**src/rtl/i2c_arb_pkg.sv**
```systemverilog
// rtl/i2c_arb_pkg.sv - shared types for the I2C write arbiter
package i2c_arb_pkg;

    localparam int I2C_BYTE_W = 8;

    typedef enum logic [2:0] {
        IDLE,
        START,
        ADDR,
        DATA,
        GAP
    } state_t;

    typedef struct packed {
        logic [I2C_BYTE_W-1:0] addr;
        logic [I2C_BYTE_W-1:0] data;
    } i2c_wr_t;

endpackage

```
**src/rtl/i2c_rr_pick.sv**
```systemverilog
// rtl/i2c_rr_pick.sv - combinational round-robin picker
// Ports: req (request levels), ptr (last served index);
//        pick (one-hot winner), index (winner index), valid (any request).
// The search starts at ptr+1 and wraps, so the last owner has lowest priority.
module i2c_rr_pick #(
    parameter int NUM_REQ = 2,
    parameter int IW      = (NUM_REQ > 1) ? $clog2(NUM_REQ) : 1
) (
    input  logic [NUM_REQ-1:0] req,
    input  logic [IW-1:0]      ptr,
    output logic [NUM_REQ-1:0] pick,
    output logic [IW-1:0]      index,
    output logic               valid
);

    int cand;

    always_comb begin
        pick  = '0;
        index = '0;
        valid = 1'b0;
        cand  = 0;
        for (int k = 1; k <= NUM_REQ; k++) begin
            cand = (int'(ptr) + k) % NUM_REQ;
            if (!valid && req[IW'(cand)]) begin
                valid           = 1'b1;
                index           = IW'(cand);
                pick[IW'(cand)] = 1'b1;
            end
        end
    end

endmodule

```
**src/rtl/i2c_write_arbiter.sv**
```systemverilog
// rtl/i2c_write_arbiter.sv - round-robin arbiter sharing one I2C master among register writers
// Optional: define I2C_ARB_TIMEOUT_EN to build the ADDR/DATA watchdog that drives err.
// Ports: clk, reset (async active-low); req/req_addr/req_data in per requester;
//        gnt/ack/err out per requester; busy; i2c_start/i2c_data to the master; i2c_done from it.
module i2c_write_arbiter
    import i2c_arb_pkg::*;
#(
    parameter int NUM_REQ        = 2,
    parameter int GAP_CYCLES     = 16,
    parameter int TIMEOUT_CYCLES = 2**20
) (
    input  logic                                clk,
    input  logic                                reset,
    input  logic [NUM_REQ-1:0]                  req,
    input  logic [NUM_REQ-1:0][I2C_BYTE_W-1:0]  req_addr,
    input  logic [NUM_REQ-1:0][I2C_BYTE_W-1:0]  req_data,
    output logic [NUM_REQ-1:0]                  gnt,
    output logic [NUM_REQ-1:0]                  ack,
    output logic [NUM_REQ-1:0]                  err,
    output logic                                busy,
    output logic                                i2c_start,
    output logic [I2C_BYTE_W-1:0]               i2c_data,
    input  logic                                i2c_done
);

    localparam int IW = (NUM_REQ > 1) ? $clog2(NUM_REQ) : 1;
    localparam int GW = $clog2(GAP_CYCLES + 1);

    state_t                 state, state_nxt;
    logic [IW-1:0]          ptr, ptr_nxt;
    logic [IW-1:0]          owner, owner_nxt;
    i2c_wr_t                wr, wr_nxt;
    logic [GW-1:0]          gap_cnt, gap_nxt;
    logic [NUM_REQ-1:0]     gnt_nxt, ack_nxt;
    logic                   start_nxt;
    logic [I2C_BYTE_W-1:0]  data_nxt;

    logic [NUM_REQ-1:0]     pick_oh;
    logic [IW-1:0]          pick_idx;
    logic                   pick_valid;

    i2c_rr_pick #(.NUM_REQ(NUM_REQ), .IW(IW)) u_pick (
        .req   (req),
        .ptr   (ptr),
        .pick  (pick_oh),
        .index (pick_idx),
        .valid (pick_valid)
    );

`ifdef I2C_ARB_TIMEOUT_EN
    localparam int WW = $clog2(TIMEOUT_CYCLES + 1);
    logic [WW-1:0]      wd_cnt;
    logic [NUM_REQ-1:0] err_nxt;
    logic               timeout;

    // Counts consecutive byte-wait cycles; any i2c_done restarts the count.
    assign timeout = ((state == ADDR) || (state == DATA)) && !i2c_done
                     && (wd_cnt == WW'(TIMEOUT_CYCLES - 1));

    always_ff @(posedge clk or negedge reset) begin
        if (!reset) begin
            wd_cnt <= '0;
            err    <= '0;
        end else begin
            err <= err_nxt;
            if (((state == ADDR) || (state == DATA)) && !i2c_done && !timeout)
                wd_cnt <= wd_cnt + 1'b1;
            else
                wd_cnt <= '0;
        end
    end
`else
    assign err = '0;
`endif

    always_comb begin
        state_nxt = state;
        ptr_nxt   = ptr;
        owner_nxt = owner;
        wr_nxt    = wr;
        gap_nxt   = gap_cnt;
        gnt_nxt   = gnt;
        ack_nxt   = '0;
        start_nxt = 1'b0;
        data_nxt  = i2c_data;
`ifdef I2C_ARB_TIMEOUT_EN
        err_nxt   = '0;
`endif
        case (state)
            IDLE: begin
                if (pick_valid) begin
                    state_nxt   = START;
                    owner_nxt   = pick_idx;
                    wr_nxt.addr = req_addr[pick_idx];
                    wr_nxt.data = req_data[pick_idx];
                    gnt_nxt     = pick_oh;
                    start_nxt   = 1'b1;
                    data_nxt    = req_addr[pick_idx];
                end
            end
            START: begin
                state_nxt = ADDR;
                data_nxt  = wr.addr;
            end
            ADDR: begin
                if (i2c_done) begin
                    state_nxt = DATA;
                    data_nxt  = wr.data;
                end
`ifdef I2C_ARB_TIMEOUT_EN
                else if (timeout) begin
                    err_nxt[owner] = 1'b1;
                    ptr_nxt        = owner;
                    state_nxt      = GAP;
                    gap_nxt        = GW'(GAP_CYCLES - 1);
                end
`endif
            end
            DATA: begin
                if (i2c_done) begin
                    ack_nxt[owner] = 1'b1;
                    ptr_nxt        = owner;
                    state_nxt      = GAP;
                    gap_nxt        = GW'(GAP_CYCLES - 1);
                end
`ifdef I2C_ARB_TIMEOUT_EN
                else if (timeout) begin
                    err_nxt[owner] = 1'b1;
                    ptr_nxt        = owner;
                    state_nxt      = GAP;
                    gap_nxt        = GW'(GAP_CYCLES - 1);
                end
`endif
            end
            GAP: begin
                // gnt is kept through the ack/err cycle, dropped on the next one.
                gnt_nxt = '0;
                if (gap_cnt == '0)
                    state_nxt = IDLE;
                else
                    gap_nxt = gap_cnt - 1'b1;
            end
            default: state_nxt = IDLE;
        endcase
    end

    always_ff @(posedge clk or negedge reset) begin
        if (!reset) begin
            state     <= IDLE;
            ptr       <= IW'(NUM_REQ - 1);
            owner     <= '0;
            wr        <= '0;
            gap_cnt   <= '0;
            gnt       <= '0;
            ack       <= '0;
            busy      <= 1'b0;
            i2c_start <= 1'b0;
            i2c_data  <= '0;
        end else begin
            state     <= state_nxt;
            ptr       <= ptr_nxt;
            owner     <= owner_nxt;
            wr        <= wr_nxt;
            gap_cnt   <= gap_nxt;
            gnt       <= gnt_nxt;
            ack       <= ack_nxt;
            busy      <= (state_nxt != IDLE);
            i2c_start <= start_nxt;
            i2c_data  <= data_nxt;
        end
    end

endmodule

```
**config.mk**
```make
export PLATFORM = sky130hd
export DESIGN_NAME = i2c_write_arbiter
export DESIGN_NICKNAME = d
export VERILOG_FILES = /design/src/rtl/i2c_arb_pkg.sv /design/src/rtl/i2c_rr_pick.sv /design/src/rtl/i2c_write_arbiter.sv
export SDC_FILE = /design/constraint.sdc
export NUM_CORES = 1
export LEC_CHECK = 0
export ABC_AREA = 1
export BUFFER_PORTS_ARGS = -buffer_cell sky130_fd_sc_hd__buf_2
export CELL_PAD_IN_SITES_DETAIL_PLACEMENT = 2
export CELL_PAD_IN_SITES_GLOBAL_PLACEMENT = 2
export CORE_AREA = 2 2 86 88
export DETAILED_ROUTE_END_ITERATION = 10
export DIE_AREA = 0 0 88 90
export PLACE_DENSITY = 0.81
export SLEW_MARGIN = 20
export SYNTH_ARGS = -nofsm -noshare
export SYNTH_HDL_FRONTEND = slang
export SYNTH_HIERARCHICAL = 1
export SYNTH_SLANG_ARGS = --single-unit
```
**constraint.sdc**
```tcl
create_clock -name clk -period 2.2 [get_ports clk]
set_input_delay 0.22 -clock clk [delete_from_list [all_inputs] [get_ports clk]]
set_output_delay 0.22 -clock clk [all_outputs]
set_load 0.01 [all_outputs]
```
---- After elaboration in Yosys (flattened, before gate mapping) ----
Cells that the tools add are included.
word-level totals
  flip-flop bits (word level) ............. 40
  output and inout port bits .............. 16
  logic and storage cells ................. 83
cells by class
  add/subtract/negate cells ............... 3
  order comparisons ....................... 7
  equality and inequality tests ........... 8
  muxes and demuxes ....................... 37
  bitwise operators ....................... 1
  reductions and logical operators ........ 16
operators with widths
  cell                                                         count
  two-way mux 8 bit                                            6
  case mux 8 bit (3 select lines)                              1
  case mux 3 bit (5 select lines)                              1
  two-way mux 1 bit                                            13
  two-way mux 3 bit                                            4
  two-way mux 2 bit                                            5
  two-way mux 5 bit                                            2
  case mux 5 bit (2 select lines)                              1
  != test 2 bit (second input constant)                        4
  equality test 3 x 2 -> 1 bit (second input constant)         2
  less-than comparator 1 x 3 -> 1 bit (second input constant)  2
  AND reduction 2 bit                                          3
  AND reduction 3 bit                                          2
  nonzero test 3 bit                                           2
  logical NOT 5 bit                                            1
  subtractor 5 x 1 -> 5 bit (second input constant)            1
  logical AND 1 bit                                            4
  less-than comparator 1 x 2 -> 1 bit (second input constant)  2
  case mux 2 bit (2 select lines)                              1
  nonzero test 2 bit                                           2
  demux 1 bit (select 1 bit)                                   3
  equality test 3 x 1 -> 1 bit (second input constant)         1
  equality test 3 bit (second input constant)                  1
  greater-or-equal comparator 1 bit (second input constant)    3
  other kinds (4)                                              5

---- Logic depth before layout (Yosys ltp) ----
Gate-level depths: netlist (run 1).
  depth in word-level cells ............... 12
  gate-level depth with buffers ........... 11
  gate-level depth less buffers ........... 9

---- Cells and area by module ----
Netlist (run 1), hierarchy kept.
modules (own cells, without submodules)
  module             times used  cells each  area each (um2)
  i2c_write_arbiter  1           285         2,140.8
  i2c_rr_pick        1           7           36.3

---- Worst setup path before layout (run 1) ----
Ideal clock, no wire load.
  path kind ............................... register -> register
  start point ............................. reg ptr
  end point ............................... reg i2c_data[4]
  setup time .............................. 65 ps
  arrival ................................. 1,292 ps
  slack ................................... 843 ps
  stages on the path, launching flop included .. 11
  buffers on the path ..................... 2
  period minus slack after synthesis ...... 1,357 ps
  cells stage by stage .................... dfstp_2 > nor2_2 > buf_2 > inv_2 > buf_2 > nand2_1 > nand2_1 > nand2_1 > nand2_1 > nand2_1 > nand2_1
on the way
  longest elaborated chain between the ends .. 7
RTL lines
  element                                                 RTL line                  RTL
  start, declared                                         i2c_write_arbiter.sv:30   logic [IW-1:0] ptr, ptr_nxt;
  start signal, assigned                                  i2c_write_arbiter.sv:150  ptr <= IW'(NUM_REQ - 1);
  start signal, assigned                                  i2c_write_arbiter.sv:161  ptr <= ptr_nxt;
  adder 1 bit                                             i2c_rr_pick.sv:24         cand = (int'(ptr) + k) % NUM_REQ;
  two-way mux 1 bit                                       i2c_rr_pick.sv:25         if (!valid && req[IW'(cand)]) begin
  two-way mux 1 bit *                                     i2c_rr_pick.sv:25
  via pick_idx                                            i2c_write_arbiter.sv:39   logic [IW-1:0] pick_idx;
  two-way mux 8 bit (implied by the code) * (2 in a row)  i2c_write_arbiter.sv:98   data_nxt = req_addr[pick_idx];
  two-way mux 8 bit *                                     i2c_write_arbiter.sv:91   if (pick_valid) begin
  case mux 8 bit (3 select lines) *                       i2c_write_arbiter.sv:89   case (state)
  end signal, assigned                                    i2c_write_arbiter.sv:169  i2c_data <= data_nxt;
  end, declared                                           i2c_write_arbiter.sv:22   output logic [I2C_BYTE_W-1:0] i2c_data,
The timed path passes the listed nets; every way through them passes the cells marked *. The select of a mux whose other input is x is not followed.
A chain may end at the register's enable or synchronous reset.

---- Worst setup path after layout (run 1) ----
  start point ............................. reg state[1]
  end point ............................... reg i2c_data[4]
on the way
  longest elaborated chain between the ends .. 3
RTL lines
  element                                                                      RTL line                  RTL
  start, declared                                                              i2c_write_arbiter.sv:29   state_t state, state_nxt;
  start signal, assigned                                                       i2c_write_arbiter.sv:160  state <= state_nxt;
  equality test 3 x 2 -> 1 bit (tied with other cells)                         i2c_write_arbiter.sv:89
  != test 2 bit (no source line) / nonzero test 3 bit (equally long branches)  --
  AND reduction 3 bit (no source line)                                         --
Several ways; a longest one is shown, not always the timed one.

==> out/results.ini, run 1 <==
[synth]
yosys.area.top_type = dfrtp_1
synthesis.instances = 292
syn-mean-instance-area_um2 = 7.46
synth.most_common_cell = nand2_1
yosysSeqAreaShare = 0.460
synthDominantCellAreaShare = 0.448
synth_top_flop_cell = dfrtp_1
synth_edf_count = 0
synth_area_um2 = 2180
synth.area.top_cells = dfrtp_1 45%, nand2_1 23%, nor2_1 5.0%
yosys_warnings = 6
ys_top_cells_by_count = 133 x nand2_1, 39 x dfrtp_1, 29 x nor2_1, 22 x inv_1, 21 x nand3_1
synth_cell_types = 24
synth-seq-cells = 40
async_reset_ff_frac = 1.00

[cts]
clkLatencyLatePin_ns = 0.29
clock-sinks = 40
cts_hold_buf = 0
clk_pin_slew_ns = 0.08
cts_buffers = 5
cts_htree_levels = 2
cts_resized = 0
clock_path_buffers = 2
cts.root.buffer_cell = clkbuf_8
cts_tree = yes
post-cts-setup-buffers = 0

[pwr]
ir_drop_mv = 0.358
leakage_nw = 1.45
combPwrFrac = 0.457
intPower_w = 0.00196
p_sw_frac = 0.452
p_clk_frac = 0.169
p_sw_w = 0.00161
power_density_nw_per_um2 = 1380
pwr-share-seq = 0.375
p_total_w = 0.00357

[route]
routed_wl_um = 5890
dr.pass1.iters = 4
drcViolationCount = 0
ant_nets = 0
drt-initial-drc-count = 32
via_per_inst = 4.50
wire_per_inst_um = 13.4
vias = 1975

[global_routing]
grt_pass1_wl_um = 10600
grt_start_max_net_pins = 41
grt_util_all_layers = 0.168
grt_pass1_vias = 2192
gr-total-overflow = 0
antenna_found_initial = 0

[floorplan]
std_cell_rows = 31
initial_core_util = 0.310
ios = 53
die_h_um = 90
die_w_um = 88
die_area_um2 = 7920
core_um2 = 7020

[final_layout]
fin_area_um2 = 2580
antenna_cells = 0
fin_util = 0.368
area_growth_syn_to_layout_pct = 18.7
layout-drive-gt1-share = 0.229
nets = 378
n_fill_cell = 853

[run_status]
status = finished, final reports clean

[worst_setup_path]
critical_path_class = register to register
crit_chain = nor2_1 -> nand3_1 -> nand2_1 -> inv_1 -> nand2_1 -> nand2_1 -> nand2_1
setup.worst_path.end = i2c_data[4]$_DFFE_PN0P_
worst_path_largest_cell_delay_ns = 0.62
crit_path_start = state[1]$_DFF_PN0_
regToRegStartpoint = state[1]$_DFF_PN0_
critPathCaptureType = register
critPathRequiredTime_ns = 2.44
critPathMaxFanout = 14
r2r_end = i2c_data[4]$_DFFE_PN0P_
crit_path_start_kind = register
path_common_cell = nand2_1
reg2reg_depth = 7
arrival_ns = 2.01
rrSetupSlack_ns = 0.43
cpMaxStageDelayCell = dfrtp_1

[placed_design]
dp_hpwl_um = 4520
gp_congestion = 0.782
port_buffers = 49
place_ws_ns = 0.443
place_area_um2 = 2480

[sta]
hold_viol_final = 0
setup_viol = 0
fin_ws_ns = 0.428
fmax_mhz = 564
relSlewSlack = 0.391
setup_tns_ns = 0
finClkSkew_ns = 0.00575
worstMarginPinSlew_ns = 0.913
fin_crit_sh = 0.806
fin_crit_ns = 1.77
rsz0062_at_grt = false
drv_slew = 0

[worst_hold_path]
hold_path.class = primary input to async pin

[run]
cap_violations = 0

-- worst min-delay path by stage --
stage	startpoint	to	slack, ns	cells past startpoint
2_1_floorplan	reset	ack[0]$_DFF_PN0_	-0.08	0
6_report	reset	gnt[0]$_DFFE_PN0P_	0.05	1
4_1_cts	reset	ack[0]$_DFF_PN0_	0.09	1
5_1_grt	reset	ack[0]$_DFF_PN0_	0.13	1
3_5_place_dp	reset	ack[0]$_DFF_PN0_	0.41	1
3_3_place_gp	reset	ack[0]$_DFF_PN0_	0.40	1
-- critical path: cells and delay by family (launching register included) --
family	cells	cell delay [ns]
and+or+nand+nor	6	1.06
DFF	1	0.62
buffers and inverters	1	0.04
-- cells in the final DEF, fill, tap and decap left out --
master and n:
nor2_4 1, clkbuf_8 5, nand2_4 1, o31ai_2 2, nor2_2 3, inv_4 1
dfstp_2 1, bufinv_16 1, clkinv_2 1, nor2_1 29, inv_2 3, nand2_2 3
conb_1 3, ha_1 2, a21oi_4 1, o21ai_0 4, nand3_4 3, nand3_1 21
o21ai_1 1, clkbuf_1 1, dfrtp_1 39, inv_1 22, buf_2 49, nand2_1 133
o31ai_1 6, buf_4 3, xor2_1 1
-- sequential cells by signal, indices dropped and copies added (netlist names) --
register	count
owner	1
i2c_start	1
ack	2
gnt	2
ptr	1
state	3
wr	16
busy	1
i2c_data	8
gap_cnt	5
-- area by class of cell --
cell class	count	area [um2]	area share
repair buffers	52	268	0.104
well taps	99	124	0.0479
clock buffers	6	72.6	0.0281
multi-input cells	214	982	0.380
flip-flops and latches	40	1000	0.388
clock inverters	2	35.0	0.0136
inverters	26	100	0.0387
-- stage by stage --
stage | instances | hold WS, ns
after global routing | 439 | 0.128
after CTS | 439 | 0.0859
final | 439 | 0.0544
after floorplan | 293 | -0.0756
after detailed placement | 431 | 0.413
after global placement | 431 | 0.401
-- routing by layer --
layer  up-vias  routed length, um  track usage
met5         -                  0            0
met4         0                 67       0.0423
met3         6                223       0.0275
met2        40               2850        0.275
met1       951               2740        0.230
li1        978                  -            -
-- power groups by stage --
stage	Combinational (W)	Clock (W)	Sequential, W
global route	0.00195	0.000654	0.00139
detailed placement	0.00167	0	0.00135
global placement	0.00158	0	0.00133
CTS	0.00169	0.000627	0.00134
finish	0.00163	0.000603	0.00134
floorplan	0.00123	0	0.00128
-- cells by family (layout without fill, tap and decap cells) --
| family | after synthesis | after routing | share of synthesized area |
|---|---|---|---|
| AOI/OAI and AO/OA | 14 | 14 | 0.0511 |
| and+or+nand+nor | 194 | 194 | 0.379 |
| other | 2 | 3 | 0.00345 |
| xor gates and xnor gates | 1 | 1 | 0.00402 |
| adders and majority gates | 2 | 2 | 0.0115 |
| buffers and inverters | 39 | 86 | 0.0902 |
| DFF | 40 | 40 | 0.460 |
Power figures use the tool's default switching activity.
==> run 2: changes to the inputs <==
CORE_AREA = 2 2 90 92   (was 2 2 86 88)
DIE_AREA = 0 0 92 94   (was 0 0 88 90)
PLACE_DENSITY = 0.75   (was 0.81)
clock period = 1.85 ns   (was 2.2 ns; I/O delays follow)
==> out/results.ini, run 2 (synthesis results as in run 1) <==
[run_status]
status = finished, final reports clean

[final_layout]
layout_commonest_cell = nand2_1
area_growth_syn_to_layout_pct = 20.9
reg.largest.list = wr x16, i2c_data x8, gap_cnt x5
antenna_cells = 0
final_cell_mix = 133 x nand2_1, 49 x buf_2, 39 x dfrtp_1
regMostFlops = wr
largest_reg_flops = 16
layout-drive-gt1-share = 0.238
nets = 383

[route]
routed_wl_um = 6160
drcViolationCount = 0
drt-initial-drc-count = 60
vias = 1990
wire_per_inst_um = 13.8
dr.pass1.iters = 3
ant_nets = 0
via_per_inst = 4.45

[sta]
whs_ns = 0.171
setup_tns_ns = 0
drv_slew = 0
finClkSkew_ns = 0.00906
rsz0062_at_grt = false
hold_viol_final = 0
fin_crit_ns = 1.52
setup_viol = 0
fmax_mhz = 659
fin_crit_sh = 0.820

[worst_setup_path]
reg2reg_depth = 4
regToRegStartpoint = state[0]$_DFF_PN0_
critPathCaptureType = register
critical_path_class = register to register
arrival_ns = 1.72
crit_path_start = state[0]$_DFF_PN0_
rrSetupSlack_ns = 0.33
crit_path_start_kind = register
setup.worst_path.end = wr[3]$_DFFE_PN0P_
critPathRequiredTime_ns = 2.05
critPathMaxFanout = 15
r2r_end = wr[3]$_DFFE_PN0P_

[floorplan]
std_cell_rows = 32
initial_core_util = 0.286
die_h_um = 94
core_um2 = 7610
die_area_um2 = 8650
die_w_um = 92
ios = 53

[global_routing]
grt_pass1_wl_um = 10600
grt_pass1_vias = 2194
gr-total-overflow = 0
grt_util_all_layers = 0.156
grt_start_max_net_pins = 22
antenna_found_initial = 0

[pwr]
ir_drop_mv = 0.449
leakage_nw = 1.47
power_density_nw_per_um2 = 1620

[cts]
cts_hold_buf = 1
cts_htree_levels = 2
cts_buffers = 5
clk_pin_slew_ns = 0.08
cts_resized = 0
clkLatencyLatePin_ns = 0.30
cts_tree = yes
post-cts-setup-buffers = 0
clock_path_buffers = 2
clock-sinks = 40
cts.root.buffer_cell = clkbuf_8

[run]
cap_violations = 0

[worst_hold_path]
hold_path.class = primary input to register

[placed_design]
gp_congestion = 0.754
port_buffers = 49
dp_hpwl_um = 4760

==> run 2: worst max-delay path, cell delays in order, from the launching register on <==
cell     delay (ns)
dfrtp_1        0.50
nor2_2         0.21
nand3_4        0.22
buf_4          0.26
o31ai_1        0.23
==> run 2: how the worst min path moves through the flow <==
stage / from / end / slack [ns] / depth (start not counted)
floorplan: reset / ack[0]$_DFF_PN0_ / -0.11 / 0
global placement: reset / ack[0]$_DFF_PN0_ / 0.17 / 1
detailed placement: reset / owner$_DFFE_PN0P_ / 0.18 / 1
CTS: req_data[6] / wr[6]$_DFFE_PN0P_ / 0.16 / 3
global route: req_data[4] / wr[4]$_DFFE_PN0P_ / 0.19 / 3
finish: req_data[6] / wr[6]$_DFFE_PN0P_ / 0.17 / 3
==> run 2: metrics by stage <==
step           worst slack [ns]  std cells  total power (W)  utilization  cell area [um2]
6_report                  0.332        447          0.00426        0.346             2630
3_5_place_dp              0.341        438          0.00365        0.332             2520
4_1_cts                   0.294        447          0.00435        0.346             2630
3_3_place_gp              0.364        438          0.00352        0.332             2520
2_1_floorplan             0.493        293          0.00299            -             2180
5_1_grt                   0.171        447          0.00471        0.346             2630
==> run 2: area by class of cell <==
class                           count  area (um2)
Sequential cell                    40        1000
Tap cell                          102         128
Timing Repair Buffer               57         320
Fill cell                         963        4970
Inverter                           26         100
Multi-Input combinational cell    214         982
Clock buffer                        8         100
==> run 2: report_power, final <==
part / internal [W] / switching (W)
clock: 0.000341 / 0.000316
sequential: 0.00126 / 0.000263
combinational: 0.000713 / 0.00137
total: 0.00232 / 0.00194
==> run 2: metal layers <==
layer,routed length [um],up-vias,track usage
li1,-,989,-
met1,2850,951,0.198
met2,2960,42,0.267
met3,248,8,0.0345
met4,100,0,0.0485
met5,0,-,0
==> run 3: changes to the inputs <==
clock period = 1.5 ns   (was 1.85 ns; I/O delays follow)
==> out/results.ini, run 3 (synthesis results as in run 1) <==
[run_status]
status = finished, final reports clean

[route]
vias = 1974
via_per_inst = 4.39
ant_nets = 0
drcViolationCount = 0
wire_per_inst_um = 13.5
dr.pass1.iters = 4
routed_wl_um = 6050
drt-initial-drc-count = 79

[global_routing]
grt_pass1_vias = 2114
gr-max-usage-layer = met2
antenna_found_initial = 0
grt_pass1_wl_um = 10200
globalRouteMet2Util = 0.253
gr-total-overflow = 0
grt_util_all_layers = 0.150
met3_usage = 0.0345
grt_start_max_net_pins = 41
grt.met1_usage = 0.192

[pwr]
intPower_w = 0.00280
p_sw_w = 0.00237
leakage_nw = 1.47
ir_drop_mv = 0.652
combPwrFrac = 0.500
p_clk_frac = 0.139
power_density_nw_per_um2 = 1970
p_sw_frac = 0.458
pwr-share-seq = 0.361

[floorplan]
ios = 53
die_h_um = 94
core_um2 = 7610
die_w_um = 92
die_area_um2 = 8650
initial_core_util = 0.286
std_cell_rows = 32

[worst_setup_path]
arrival_ns = 1.56
critPathMaxFanout = 19
r2r_end = wr[6]$_DFFE_PN0P_
rrSetupSlack_ns = 0.14
crit_path_start_kind = register
regToRegStartpoint = state[0]$_DFF_PN0_
critPathRequiredTime_ns = 1.69
reg2reg_depth = 4
critPathCaptureType = register
critical_path_class = register to register

[sta]
fin_ws_ns = 0.135
relSlewSlack = 0.647
fmax_mhz = 733
rsz0062_at_grt = false
hold_viol_final = 0
fin_crit_ns = 1.36
finClkSkew_ns = 0.00808
setup_viol = 0
drv_slew = 0
setup_tns_ns = 0
fin_crit_sh = 0.910
worstMarginPinSlew_ns = 0.530

[cts]
clkLatencyLatePin_ns = 0.29
cts.root.buffer_cell = clkbuf_8
post-cts-setup-buffers = 0
cts_htree_levels = 2
cts_buffers = 5
clk_pin_slew_ns = 0.08
cts_tree = yes
clock-sinks = 40
clock_path_buffers = 2

[placed_design]
dp_cells = 441
port_buffers = 49
dp_hpwl_um = 4610
gp_congestion = 0.720
place_ws_ns = 0.0251

[worst_hold_path]
hold_path.class = primary input to register
timing.hold.worst_path_depth = 3
worstHoldStart = req_data[4]
min_to = wr[4]$_DFFE_PN0P_

[final_layout]
fin_util = 0.346
nets = 386
largest_reg_flops = 16
area_growth_syn_to_layout_pct = 20.8
n_fill_cell = 955
final_cell_mix = 133 x nand2_1, 49 x buf_2, 39 x dfrtp_1
antenna_cells = 0
stdcell_count = 450
reg.largest.list = wr x16, i2c_data x8, gap_cnt x5
layout_commonest_cell = nand2_1
regMostFlops = wr
layout-drive-gt1-share = 0.239

[run]
cap_violations = 0

## run 3: changes by cell type in the layout (fill, tap and decap cells not counted)
cell | before | now
buf_12 | 1 | 0
clkbuf_8 | 7 | 5
inv_4 | 1 | 2
buf_4 | 6 | 10
clkbuf_1 | 1 | 3
nor2_2 | 3 | 2
nor2_4 | 1 | 2
inv_2 | 3 | 2
## run 3: power by group through the flow
stage	clock network (W)	logic (W)	registers, W
floorplan	0	0.00180	0.00188
global placement	0	0.00251	0.00186
detailed placement	0	0.00264	0.00189
CTS	0.000743	0.00266	0.00187
global route	0.000799	0.00302	0.00194
finish	0.000718	0.00259	0.00187
## run 3: repair_timing
item / in CTS / in global routing
gates resized for setup: 0 / 3
hold buffers: 1 / 0
hold endpoints to repair: 39 / 0
endpoints found under the setup margin: 0 / 10
## run 3: layer usage
layer,share of wire,up-vias
li1,-,998
met1,0.46,928
met2,0.48,43
met3,0.045,5
met4,0.013,0
met5,0,-
## run 3: worst max path at each step
stage	startpoint	endpoint	slack [ns]	depth (start not counted)
detailed placement	state[0]$_DFF_PN0_	wr[0]$_DFFE_PN0P_	0.03	4
global placement	state[0]$_DFF_PN0_	gnt[0]$_DFFE_PN0P_	0.13	6
global route	state[0]$_DFF_PN0_	gap_cnt[2]$_DFFE_PN0P_	0.005	8
CTS	state[0]$_DFF_PN0_	wr[0]$_DFFE_PN0P_	0.007	4
floorplan	ptr$_DFFE_PN1P_	i2c_data[4]$_DFFE_PN0P_	0.14	10
finish	state[0]$_DFF_PN0_	wr[6]$_DFFE_PN0P_	0.14	4
## run 3: cell type report
class | instances | area, um2 | area share
tap | 102 | 128 | 0.0485
timing repair buffer | 60 | 330 | 0.126
inverter | 26 | 103 | 0.0390
sequential | 40 | 1000 | 0.381
clock buffer | 8 | 80.1 | 0.0304
multi-input combinational | 214 | 987 | 0.375
## run 3: per-stage QoR
step / power [W] / hold WS (ns) / instance area, um2
floorplan: 0.00368 / -0.146 / 2180
global placement: 0.00437 / 0.244 / 2530
detailed placement: 0.00453 / 0.259 / 2530
CTS: 0.00528 / 0.146 / 2620
global route: 0.00576 / 0.162 / 2630
finish: 0.00518 / 0.150 / 2630
## run 3: worst max-delay path, stage by stage, from the launching register on
cell     delay, ns
dfrtp_1       0.49
nor2_4        0.21
nand3_4       0.11
buf_4         0.22
o31ai_1       0.23
